File: src/rtl/shot_arb_pkg.sv
`default_nettype none
// +----------------------------------------------------------------------+
// | Package : shot_arb_pkg                                               |
// | Purpose : Shared definitions for shot_arbiter: FSM state encoding,   |
// |           bit offsets of the packed shot word and default game       |
// |           constants.                                                 |
// | Revision: 1.0 - initial release                                      |
// +----------------------------------------------------------------------+
package shot_arb_pkg;

  typedef enum logic [2:0] {
    ST_IDLE   = 3'd0,
    ST_ISSUE  = 3'd1,
    ST_WAIT   = 3'd2,
    ST_REPORT = 3'd3,
    ST_OVER   = 3'd4
  } state_t;

  // Shot word layout: {dir[15], run[14:10], rise[9:5], x[4:0]}
  localparam int c_X_LSB    = 0;
  localparam int c_RISE_LSB = 5;
  localparam int c_RUN_LSB  = 10;
  localparam int c_DIR_BIT  = 15;
  localparam int c_FIELD_W  = 5;

  localparam int c_WIN_SCORE_DEF = 7;
  localparam int c_TIMEOUT_DEF   = 40;

  localparam logic [3:0] c_SCORE_MAX = 4'd15;

endpackage
`default_nettype wire

File: src/rtl/score_ctr.sv
`default_nettype none
// +----------------------------------------------------------------------+
// | Module  : score_ctr                                                  |
// | Purpose : 4-bit saturating score counter with synchronous clear and  |
// |           increment. Also exposes the value it will take on the next |
// |           edge so the owner can make decisions on the updated score. |
// | Ports   : clk, rst (async active-low), i_clr, i_inc,                 |
// |           o_q (current score), o_q_next (score after this edge)      |
// | Revision: 1.0 - initial release                                      |
// +----------------------------------------------------------------------+
module score_ctr
  import shot_arb_pkg::*;
(
  input  logic       clk,
  input  logic       rst,
  input  logic       i_clr,
  input  logic       i_inc,
  output logic [3:0] o_q,
  output logic [3:0] o_q_next
);

  logic [3:0] r_q;
  logic [3:0] w_q_next;

  // Clear dominates increment; increment stops at the maximum.
  always_comb begin
    w_q_next = r_q;
    if (i_clr) begin
      w_q_next = '0;
    end else if (i_inc && (r_q != c_SCORE_MAX)) begin
      w_q_next = r_q + 4'd1;
    end
  end

  always_ff @(posedge clk or negedge rst) begin
    if (!rst) begin
      r_q <= '0;
    end else begin
      r_q <= w_q_next;
    end
  end

  assign o_q      = r_q;
  assign o_q_next = w_q_next;

endmodule
`default_nettype wire

File: src/rtl/shot_arbiter.sv
`default_nettype none
// +----------------------------------------------------------------------+
// | Module  : shot_arbiter                                               |
// | Purpose : Two-player shot arbiter. Grants one shot request at a time |
// |           (round-robin), hands the latched shot to an external       |
// |           trajectory datapath, waits for its result or a timeout,    |
// |           reports back to the shooter and keeps score.               |
// | Ports   : clk, rst (async active-low)                                |
// |           req[1:0], p0_shot/p1_shot[15:0], new_game      - players   |
// |           gnt[1:0], done[1:0], hit_out, timeout          - to player |
// |           calc_shoot, calc_x/rise/run, calc_dir          - datapath  |
// |           calc_valid, calc_hit                           - datapath  |
// |           score0/score1[3:0], game_over, winner[1:0]     - status    |
// | Revision: 1.0 - initial release                                      |
// +----------------------------------------------------------------------+
module shot_arbiter
  import shot_arb_pkg::*;
#(
  parameter int WIN_SCORE = c_WIN_SCORE_DEF,
  parameter int TIMEOUT   = c_TIMEOUT_DEF
) (
  input  logic        clk,
  input  logic        rst,
  input  logic [1:0]  req,
  input  logic [15:0] p0_shot,
  input  logic [15:0] p1_shot,
  input  logic        new_game,
  output logic [1:0]  gnt,
  output logic        calc_shoot,
  output logic [4:0]  calc_x,
  output logic [4:0]  calc_rise,
  output logic [4:0]  calc_run,
  output logic        calc_dir,
  input  logic        calc_valid,
  input  logic        calc_hit,
  output logic [1:0]  done,
  output logic        hit_out,
  output logic        timeout,
  output logic [3:0]  score0,
  output logic [3:0]  score1,
  output logic        game_over,
  output logic [1:0]  winner
);

  localparam logic [3:0] c_WIN      = 4'(WIN_SCORE);
  localparam logic [5:0] c_TMO_LAST = 6'(TIMEOUT - 1);

  state_t      r_state;
  state_t      w_next_state;
  logic        r_owner;     // player holding the current grant
  logic        r_prio;      // player that wins a simultaneous request
  logic [15:0] r_shot;
  logic [5:0]  r_cnt;
  logic        r_hit;
  logic        r_tmo;

  logic        w_gnt_p;
  logic        w_take;
  logic        w_clr;
  logic        w_inc0;
  logic        w_inc1;
  logic        w_expired;
  logic [3:0]  w_s0_next;
  logic [3:0]  w_s1_next;
  logic [3:0]  w_owner_next;

  // A lone requester always wins; a tie goes to the priority holder.
  assign w_gnt_p      = (req == 2'b11) ? r_prio : req[1];
  assign w_expired    = (r_cnt == c_TMO_LAST);
  assign w_owner_next = r_owner ? w_s1_next : w_s0_next;

  always_comb begin
    w_next_state = r_state;
    w_take       = 1'b0;
    w_clr        = 1'b0;
    w_inc0       = 1'b0;
    w_inc1       = 1'b0;
    case (r_state)
      ST_IDLE: begin
        // new_game takes the cycle: clear and do not grant.
        if (new_game) begin
          w_clr = 1'b1;
        end else if (req != 2'b00) begin
          w_take       = 1'b1;
          w_next_state = ST_ISSUE;
        end
      end
      ST_ISSUE: begin
        w_next_state = ST_WAIT;
      end
      ST_WAIT: begin
        if (calc_valid || w_expired) begin
          w_next_state = ST_REPORT;
        end
      end
      ST_REPORT: begin
        w_inc0 = r_hit & ~r_owner;
        w_inc1 = r_hit & r_owner;
        // Decide on the score as it will stand after this increment.
        w_next_state = (w_owner_next >= c_WIN) ? ST_OVER : ST_IDLE;
      end
      ST_OVER: begin
        if (new_game) begin
          w_clr        = 1'b1;
          w_next_state = ST_IDLE;
        end
      end
      default: begin
        w_next_state = ST_IDLE;
      end
    endcase
  end

  always_ff @(posedge clk or negedge rst) begin
    if (!rst) begin
      r_state <= ST_IDLE;
      r_owner <= 1'b0;
      r_prio  <= 1'b0;
      r_shot  <= '0;
      r_cnt   <= '0;
      r_hit   <= 1'b0;
      r_tmo   <= 1'b0;
    end else begin
      r_state <= w_next_state;
      if (w_clr) begin
        r_prio <= 1'b0;
      end
      if (w_take) begin
        r_owner <= w_gnt_p;
        r_prio  <= ~w_gnt_p;
        r_shot  <= w_gnt_p ? p1_shot : p0_shot;
      end
      // Counter cleared in ISSUE so the first WAIT cycle sees zero.
      if (r_state == ST_ISSUE) begin
        r_cnt <= '0;
        r_hit <= 1'b0;
        r_tmo <= 1'b0;
      end else if (r_state == ST_WAIT) begin
        r_cnt <= r_cnt + 6'd1;
        // A result arriving on the expiry cycle beats the timeout.
        if (calc_valid) begin
          r_hit <= calc_hit;
          r_tmo <= 1'b0;
        end else if (w_expired) begin
          r_hit <= 1'b0;
          r_tmo <= 1'b1;
        end
      end
    end
  end

  score_ctr u_score0 (
    .clk      (clk),
    .rst      (rst),
    .i_clr    (w_clr),
    .i_inc    (w_inc0),
    .o_q      (score0),
    .o_q_next (w_s0_next)
  );

  score_ctr u_score1 (
    .clk      (clk),
    .rst      (rst),
    .i_clr    (w_clr),
    .i_inc    (w_inc1),
    .o_q      (score1),
    .o_q_next (w_s1_next)
  );

  // All outputs decode registered state, so reset forces them low at once.
  assign gnt        = (r_state == ST_ISSUE)  ? (r_owner ? 2'b10 : 2'b01) : 2'b00;
  assign calc_shoot = (r_state == ST_ISSUE);
  assign done       = (r_state == ST_REPORT) ? (r_owner ? 2'b10 : 2'b01) : 2'b00;
  assign hit_out    = (r_state == ST_REPORT) & r_hit;
  assign timeout    = (r_state == ST_REPORT) & r_tmo;
  assign game_over  = (r_state == ST_OVER);
  assign winner     = (r_state == ST_OVER) ? {(score1 >= c_WIN), (score0 >= c_WIN)} : 2'b00;

  assign calc_x    = r_shot[c_X_LSB    +: c_FIELD_W];
  assign calc_rise = r_shot[c_RISE_LSB +: c_FIELD_W];
  assign calc_run  = r_shot[c_RUN_LSB  +: c_FIELD_W];
  assign calc_dir  = r_shot[c_DIR_BIT];

endmodule
`default_nettype wire

File: config.mk
export PLATFORM = sky130hd
export DESIGN_NAME = shot_arbiter
export DESIGN_NICKNAME = d
export VERILOG_FILES = /design/src/rtl/shot_arb_pkg.sv /design/src/rtl/score_ctr.sv /design/src/rtl/shot_arbiter.sv
export SDC_FILE = /design/constraint.sdc
export NUM_CORES = 1
export LEC_CHECK = 0
export ABC_CLOCK_PERIOD_IN_PS = 2300
export CAP_MARGIN = 25
export CORE_MARGIN = 2
export CORE_UTILIZATION = 45
export CTS_BUF_LIST = sky130_fd_sc_hd__clkbuf_16
export CTS_CLUSTER_SIZE = 20
export DETAILED_ROUTE_END_ITERATION = 10
export PLACE_DENSITY = 0.88
export SYNTH_ARGS = -nofsm -noshare
export SYNTH_HDL_FRONTEND = slang
export SYNTH_HIERARCHICAL = 1
export SYNTH_SLANG_ARGS = --single-unit
File: constraint.sdc
create_clock -name clk -period 2.3 [get_ports clk]
set_input_delay 0.46 -clock clk [delete_from_list [all_inputs] [get_ports clk]]
set_output_delay 0.46 -clock clk [all_outputs]
set_load 0.01 [all_outputs]
==> flow_summary.toml, run 1 <==
[critical_path]
cp-start-kind = "flip-flop"
arrival_ns = 1.79
r2r_slack_ns = 0.21
cp_cell_sequence = "or3b_4 > nor2_1 > clkdlybuf4s50_1"
rr_startpoint = "r_state[0]"
slowest_delay_ns = 0.53
r2r_cells = 7
critPathCaptureType = "output pin"
slowest_stage = "clkdlybuf4s50_1"
critPathMaxFanout = 8
crit_required_ns = 1.84
rr_endpoint = "r_state[2]"
crit_type = "flip-flop to output pin"

[sta]
rsz0062_at_grt = "no"
setup_viol = 0
relSlewSlack_pct = 45.1
drv_slew = 0
clock.fmax_ghz = 0.444
layout_min_cycle_time_ns = 2.25
skew_ns = 0.00381
min_period_over_period_pct = 97.9
fin_setup_tns_ns = 0
hold_viol = 0
tightest_slew_ns = 0.823

[drt]
detail_route.first_pass.iterations = 4
vias = 1933
drc = 0
wire_per_inst_um = 14.7
via_per_inst = 5.59
drt-total-wl_mm = 5.07
ant_nets = 0
drtIter0Drc = 129

[logic_synthesis]
synth_edf_count = 0
synthCells = 218
yosys.cell_count.top_type = "dfrtp_1"
synth.largest_area_cell = "dfrtp_1"
synth.top_cells.by_count = "dfrtp_1 (37), o21ai_0 (21), a21oi_1 (20)"
synth-seq-cells = 37
yosys.cell_types.count = 44
syn-num-nets = 260
syn_area_um2 = 2130
syn-mean-instance-area_um2 = 9.79
ys_seq_area_share_pct = 43.4
yosysWarnings = 6
synthFlopType = "dfrtp_1"
synth_top_area_share_pct = 43.4
async_reset_ff_share_pct = 100
synthTopCellsByArea = "dfrtp_1 (43%), nand3b_1 (6.0%), a31oi_1 (5.3%), o21ai_0 (4.9%), a21oi_1 (4.7%)"

[global_route]
grt.total_usage_pct = 20.9
antenna_found_initial = 0
grt_pass1_wl_mm = 8.48
grt-ovfl-total = 0
grt_pass1_vias = 1863
grt_max_degree = 38

[die]
coreArea_um2 = 4660
io_pins = 73
fp-row-count = 25
die_w_um = 72.9
dieArea_um2 = 5310
initial_core_util_pct = 45.8
die_h_um = 72.9

[cts]
clkTransAtPathRegs_ns = 0.05
ctsHtreeMaxLevel = 2
cts_buffers = 5
clock_latency_ns = 0.28
cts-root-buf = "clkbuf_16"
clock_sinks = 37
ctsLongestPathBuffers = 2
cts_tree = "done"

[layout]
final_core_util_pct = 65.2
areaGrowthSynthToFinish_pct = 42.4
diodes = 0
nets = 334
stdcell_count = 346
drive_gt1_share_pct = 11.6

[hold_path]
hold_path_class = "input port to asynchronous set/reset pin"

[power]
p_leak_nw = 1.30
ir_drop_mv = 0.543
p_per_area_nw_per_um2 = 1030

[placement]
portBuffers = 72
dp.cells = 338
place_hpwl_mm = 3.79
routabilityCongestion = 0.810

[run_status]
status = "finished clean"

[flow_run]
drv_cap = 0
[area by class of cell]
class	instances	area, um2
flip-flops and latches	37	928
clock inverters	2	7.51
inverters	5	18.8
fillers	389	1620
multi-input cells	161	1100
repair buffers	82	793
clock buffers	5	125
well taps	54	67.6
[worst max-delay path, delay by kind of cell (launching register included)]
kind / cells / cell delay (ns)
simple gates: 2 / 0.54
buf+inv: 1 / 0.53
flops: 1 / 0.44
[metal layers]
layer	part of all wire [%]	GRT usage, %	wire length, um
met1	43	26.1	2190
met2	48	34.7	2460
met3	7.2	5.39	365
met4	1.2	7.61	62
met5	0	0	0
[logic make-up (layout without fill, tap and decap cells)]
| family | Yosys count | in the layout | synth area share, % |
|---|---|---|---|
| XOR/XNOR | 1 | 1 | 0.410 |
| multiplexers | 10 | 10 | 5.39 |
| AO/OA/AOI/OAI | 70 | 70 | 19.6 |
| AND/OR/NAND/NOR | 77 | 77 | 24.2 |
| buffers and inverters | 20 | 94 | 5.33 |
| adder cells (fa/ha/maj) | 3 | 3 | 1.76 |
| flip-flops | 37 | 37 | 43.4 |
[cell usage in the layout (no fill, tap or decap), drive strengths merged, types with 2 or more instances in the layout]
cell	instances
nand2	9
nor2	12
a31oi	18
nor2b	5
nand4	4
a21oi	20
o21ai	21
and3	5
ha	3
mux2	3
o21ba	2
inv	6
dfrtp	37
buf	11
clkdlybuf4s50	70
nand3b	17
clkbuf	5
nand2b	6
or2	2
mux2i	7
and2	5
a311oi	2
nor3	3
or3b	2
and4b	3
[worst max path at each step]
stage                from         end  slack [ns]  depth (start not counted)
2_1_floorplan  r_state[2]  r_state[2]        0.32                          7
3_3_place_gp     new_game  r_state[2]        0.20                          6
3_5_place_dp     new_game  r_state[2]        0.10                          6
4_1_cts        r_state[0]      gnt[1]        0.02                          3
5_1_grt        r_state[1]      gnt[0]       0.001                          3
6_report       r_state[1]      gnt[0]        0.05                          3
[where the power goes]
group	switching (mW)	internal, mW
logic	0.663	0.774
clock network	0.244	0.387
registers	0.187	0.888
[registers in the layout, indices dropped and copies added, names as in the netlist]
name / flops
r_cnt: 6
r_hit: 1
r_owner: 1
r_prio: 1
r_shot: 16
r_state: 3
r_tmo: 1
u_score0/o_q: 4
u_score1/o_q: 4
[per-stage QoR]
step                area, um2  setup WS, ns  hold slack, ns  total power [mW]
floorplan                2130         0.316           0.164              1.86
global placement         2890         0.197           0.470              2.46
detailed placement       2890         0.101           0.484              2.50
CTS                      3030        0.0174           0.312              3.16
global route             3040       0.00136           0.352              3.37
finish                   3040        0.0484           0.281              3.14
[repair_timing]
item / 4_1_cts / 5_1_grt
gates resized for setup: 3 / 2
pin swaps: 0 / 0
setup endpoints to repair: 5 / 2
buffers inserted: 0 / 1
hold buffers: 0 / 0
No activity file was read; power rests on OpenSTA's default activity.
==> inputs of run 2 (changes only) <==
==> constraint.sdc (replaced) <==
create_clock -name clk -period 2.3 [get_ports clk]
set_input_delay 0.345 -clock clk [delete_from_list [all_inputs] [get_ports clk]]
set_output_delay 0.345 -clock clk [all_outputs]
set_load 0.01 [all_outputs]
==> run 2 against run 1 <==
- hold slack worse by 0.12 ns
- global-route usage is 1.1 points higher
- cell count is 0.29% lower
- critical path depth stayed put
- non-clock buffer count is 2 lower
- critical path type unchanged
- largest power group unchanged
==> flow_summary.toml, run 2 (synthesis results as in run 1) <==
[run_status]
status = "finished clean"

[global_route]
grt-ovfl-total = 0
grt_pass1_wl_mm = 8.95
grt_use_met2_pct = 35.9
grt_pass1_vias = 1960
grtUsageMet3_pct = 8.70
grt.total_usage_pct = 22.0
antenna_found_initial = 0
grt_use_met1_pct = 26.8
top_usage_layer = "met2"
grt_max_degree = 38

[cts]
hold_buffers = 0
cts_tree = "done"
cts_buffers = 5
cts-root-buf = "clkbuf_16"
ctsLongestPathBuffers = 2
clock_latency_ns = 0.28
clkTransAtPathRegs_ns = 0.06
clock_sinks = 37
ctsHtreeMaxLevel = 2

[drt]
via_per_inst = 5.65
wire_per_inst_um = 15.4
drt-total-wl_mm = 5.30
ant_nets = 0
vias = 1948
drc = 0
drtIter0Drc = 82
detail_route.first_pass.iterations = 4

[critical_path]
critPathMaxFanout = 8
crit_end = "gnt[0]"
crit_type = "flip-flop to output pin"
rr_startpoint = "r_state[0]"
crit_required_ns = 1.96
cp-start-kind = "flip-flop"
arrival_ns = 1.82
r2r_slack_ns = 0.25
crit_path_start = "r_state[0]"
r2r_cells = 6
rr_endpoint = "r_state[2]"
critPathCaptureType = "output pin"

[power]
internal-power_mw = 2.04
p_leak_nw = 1.28
pwr-share-seq_pct = 34.4
p_sw_share_pct = 35.3
p_sw_mw = 1.11
p_comb_share_pct = 45.0
p_per_area_nw_per_um2 = 1040
ir_drop_mv = 0.537
clockPowerShare_pct = 20.7

[layout]
diodes = 0
largestRegisters = "r_shot: 16 flops, r_cnt: 6 flops"
final_core_util_pct = 64.9
largest_register = "r_shot"
fillers = 380
drive_gt1_share_pct = 11.0
largest_register_ffs = 16
most-common-layout-cells = "clkdlybuf4s50_1 (71), dfrtp_1 (36), o21ai_0 (21), a21oi_1 (20), a31oi_1 (18)"
final_common_cell = "clkdlybuf4s50_1"
nets = 332
areaGrowthSynthToFinish_pct = 41.7

[sta]
rsz0062_at_grt = "no"
hold_viol = 0
fin_setup_tns_ns = 0
tightest_slew_ns = 0.824
drv_slew = 0
relSlewSlack_pct = 45.1
clock.fmax_ghz = 0.461
finalWorstSetupSlack_ns = 0.131
setup_viol = 0
min_period_over_period_pct = 94.3
skew_ns = 0.00379
layout_min_cycle_time_ns = 2.17

[die]
die_w_um = 72.9
fp-row-count = 25
die_h_um = 72.9
dieArea_um2 = 5310
io_pins = 73
coreArea_um2 = 4660
initial_core_util_pct = 45.8

[flow_run]
drv_cap = 0

[placement]
dp_slack_ns = 0.0991
routabilityCongestion = 0.878
portBuffers = 72
place_hpwl_mm = 3.86

[hold_path]
hold_path_class = "input port to asynchronous set/reset pin"
-- run 2: layout make-up --
type | count | area, um2 | area share [%]
Clock inverter | 3 | 13.8 | 0.455
Inverter | 5 | 18.8 | 0.620
Sequential cell | 37 | 927 | 30.6
Multi-Input combinational cell | 161 | 1100 | 36.3
Clock buffer | 5 | 125 | 4.14
Tap cell | 54 | 67.6 | 2.23
Timing Repair Buffer | 80 | 776 | 25.6
-- run 2: power groups by stage --
| stage | sequential [mW] | combinational (mW) | clock, mW |
|---|---|---|---|
| global placement | 1.08 | 1.38 | 0 |
| detailed placement | 1.09 | 1.42 | 0 |
| finish | 1.08 | 1.42 | 0.651 |
| CTS | 1.08 | 1.43 | 0.652 |
| floorplan | 1.12 | 0.743 | 0 |
| global route | 1.11 | 1.56 | 0.692 |
-- run 2: per-stage QoR --
| step | std cells | instance area [um2] | power (mW) | hold slack, ns |
|---|---|---|---|---|
| after floorplan | 218 | 2130 | 1.86 | 0.0494 |
| after global placement | 337 | 2880 | 2.46 | 0.464 |
| after detailed placement | 337 | 2880 | 2.50 | 0.481 |
| after CTS | 345 | 3020 | 3.16 | 0.200 |
| after global routing | 345 | 3030 | 3.36 | 0.245 |
| final | 345 | 3030 | 3.15 | 0.158 |
-- run 2: worst max-delay path, stage by stage, from the launching register on --
cell	delay (ns)
dfrtp_2	0.43
or3b_4	0.45
nor2_1	0.12
clkdlybuf4s50_1	0.54
-- run 2: repair_timing --
item | 4_1_cts | 5_1_grt
endpoints found under the setup margin | 1 | 2
endpoints found under the hold margin | 0 | 0
setup buffers | 0 | 0
cloned | 0 | 0
resized for setup | 1 | 1
-- run 2: routing by layer --
metal | wire, um | part of all wire [%]
met5 | 0 | 0
met4 | 69 | 1.3
met3 | 376 | 7.1
met2 | 2560 | 48
met1 | 2300 | 43
-- run 2: worst min path at each step --
stage	from	slack, ns	endpoint
3_5_place_dp	r_cnt[5]	0.48	r_cnt[5]
3_3_place_gp	r_cnt[5]	0.46	r_cnt[5]
2_1_floorplan	rst	0.05	r_cnt[0]
5_1_grt	rst	0.24	u_score0/o_q[2]
6_report	rst	0.16	u_score0/o_q[2]
4_1_cts	rst	0.20	u_score0/o_q[3]
==> inputs of run 3 (changes only) <==
Settings changed: CORE_MARGIN 2 to 4, CORE_UTILIZATION 45 to 34, CTS_BUF_LIST sky130_fd_sc_hd__clkbuf_16 to default, PLACE_DENSITY 0.88 to 0.72.
==> run 3 against run 2 <==
- cell count rose by 6.4%
- critical path depth did not move
- largest power group unchanged
- combinational power barely moved
- power fell by 6.0%
- global-route usage fell by 7.0 points
==> flow_summary.toml, run 3 (synthesis results as in run 1) <==
[die]
fp-row-count = 28
coreArea_um2 = 5990
initial_core_util_pct = 35.6
die_h_um = 87.2
die_w_um = 87.2
io_pins = 73
dieArea_um2 = 7610

[global_route]
antenna_found_initial = 0
grt_pass1_vias = 1830
grt_max_degree = 38
grt_pass1_wl_mm = 9.08
grt-ovfl-total = 0
grt.total_usage_pct = 15.0

[sta]
rsz0062_at_grt = "no"
min_period_over_period_pct = 95.9
fin_setup_tns_ns = 0
skew_ns = 0.00388
relSlewSlack_pct = 44.4
drv_slew = 0
worst_hold_slack_ns = 0.160
setup_viol = 0
tightest_slew_ns = 0.834
clock.fmax_ghz = 0.454
hold_viol = 0
layout_min_cycle_time_ns = 2.21

[cts]
clkTransAtPathRegs_ns = 0.07
cts_buffers = 5
cts_tree = "done"
ctsLongestPathBuffers = 2
ctsHtreeMaxLevel = 2
cts-root-buf = "clkbuf_8"
clock_latency_ns = 0.28
clock_sinks = 37

[critical_path]
crit_type = "flip-flop to output pin"
cp_cell_sequence = "or3b_4 > nor2_1 > clkdlybuf4s50_1"
critPathCaptureType = "output pin"
critPathMaxFanout = 10
crit_required_ns = 1.96
slowest_stage = "clkdlybuf4s50_1"
slowest_delay_ns = 0.54
r2r_cells = 6
cp-start-kind = "flip-flop"
arrival_ns = 1.86

[power]
p_comb_share_pct = 48.6
p_leak_nw = 1.27
pwr-share-seq_pct = 37.0
internal-power_mw = 1.88
p_sw_mw = 1.08
ir_drop_mv = 0.404
p_per_area_nw_per_um2 = 984
clockPowerShare_pct = 14.4
p_sw_share_pct = 36.5

[drt]
wire_per_inst_um = 15.1
drc = 0
wl_met3_um = 488
via_per_inst = 5.23
ant_nets = 0
wl_met1_mm = 2.43
drtIter0Drc = 43
detail_route.first_pass.iterations = 4
vias = 1920
route.met2.wl_mm = 2.57
drt-total-wl_mm = 5.55
top_layer_used = "met4"

[placement]
routabilityCongestion = 0.762
place_hpwl_mm = 4.03
portBuffers = 72
dp.cells = 355
placed_cell_area_um2 = 2890

[flow_run]
drv_cap = 0

[layout]
postLayoutCellArea_um2 = 3010
largest_register = "r_shot"
drive_gt1_share_pct = 11.3
stdcell_count = 367
areaGrowthSynthToFinish_pct = 40.9
fillers = 580
final_core_util_pct = 50.2
most-common-layout-cells = "clkdlybuf4s50_1 (70), dfrtp_1 (35), o21ai_0 (21), a21oi_1 (20), a31oi_1 (18)"
largestRegisters = "r_shot: 16 flops, r_cnt: 6 flops"
final_common_cell = "clkdlybuf4s50_1"
diodes = 0
nets = 333
largest_register_ffs = 16

[hold_path]
hold_path_class = "input port to asynchronous set/reset pin"

[run_status]
status = "finished clean"
-- run 3: power groups by stage --
stage | registers, mW | clock network (mW) | logic, mW
floorplan | 1.12 | 0 | 0.743
global placement | 1.10 | 0 | 1.35
detailed placement | 1.12 | 0 | 1.37
CTS | 1.11 | 0.449 | 1.39
global route | 1.13 | 0.477 | 1.58
finish | 1.10 | 0.426 | 1.44
-- run 3: path summary, 6_finish.rpt --
check,startpoint,to,slack [ns]
min reg2reg,r_cnt[5],r_cnt[5],0.50
min in group clk,r_cnt[5],r_cnt[5],0.50
max in group asynchronous,rst,r_state[1],1.56
max reg2reg,r_state[1],r_state[2],0.32
max,r_state[1],gnt[0],0.09
min,rst,u_score0/o_q[2],0.16
-- run 3: repair_timing --
| item | CTS | global route |
|---|---|---|
| setup buffers | 0 | 4 |
| endpoints found under the setup margin | 5 | 5 |
| resized for setup | 3 | 2 |
| hold buffers | 0 | 0 |
| hold endpoints to repair | 0 | 0 |
-- run 3: metal layers --
metal  vias to the layer above  track usage [%]
met5                         -                0
met4                         0             3.77
met3                         6             5.58
met2                        66             23.8
met1                       905             19.4
li1                        943                -
-- run 3: final cells by class --
cell class                 count  area [um2]  share of cell area, %
tap                           75        93.8                   3.12
timing repair buffer          81         786                   26.1
clock buffer                   8        80.1                   2.66
sequential                    37         928                   30.9
inverter                       5        18.8                  0.624
multi-input combinational    161        1100                   36.6
-- run 3: per-stage QoR --
step           setup slack, ns  total power [mW]
2_1_floorplan            0.316              1.86
3_5_place_dp             0.143              2.49
5_1_grt                0.00896              3.20
3_3_place_gp             0.215              2.45
4_1_cts                 0.0205              2.95
6_report                0.0950              2.96
-- run 3: worst max-delay path, delay by kind of cell (launching register included) --
kind / cells / cell delay, ns
flops: 1 / 0.48
simple gates: 2 / 0.56
buf+inv: 1 / 0.54
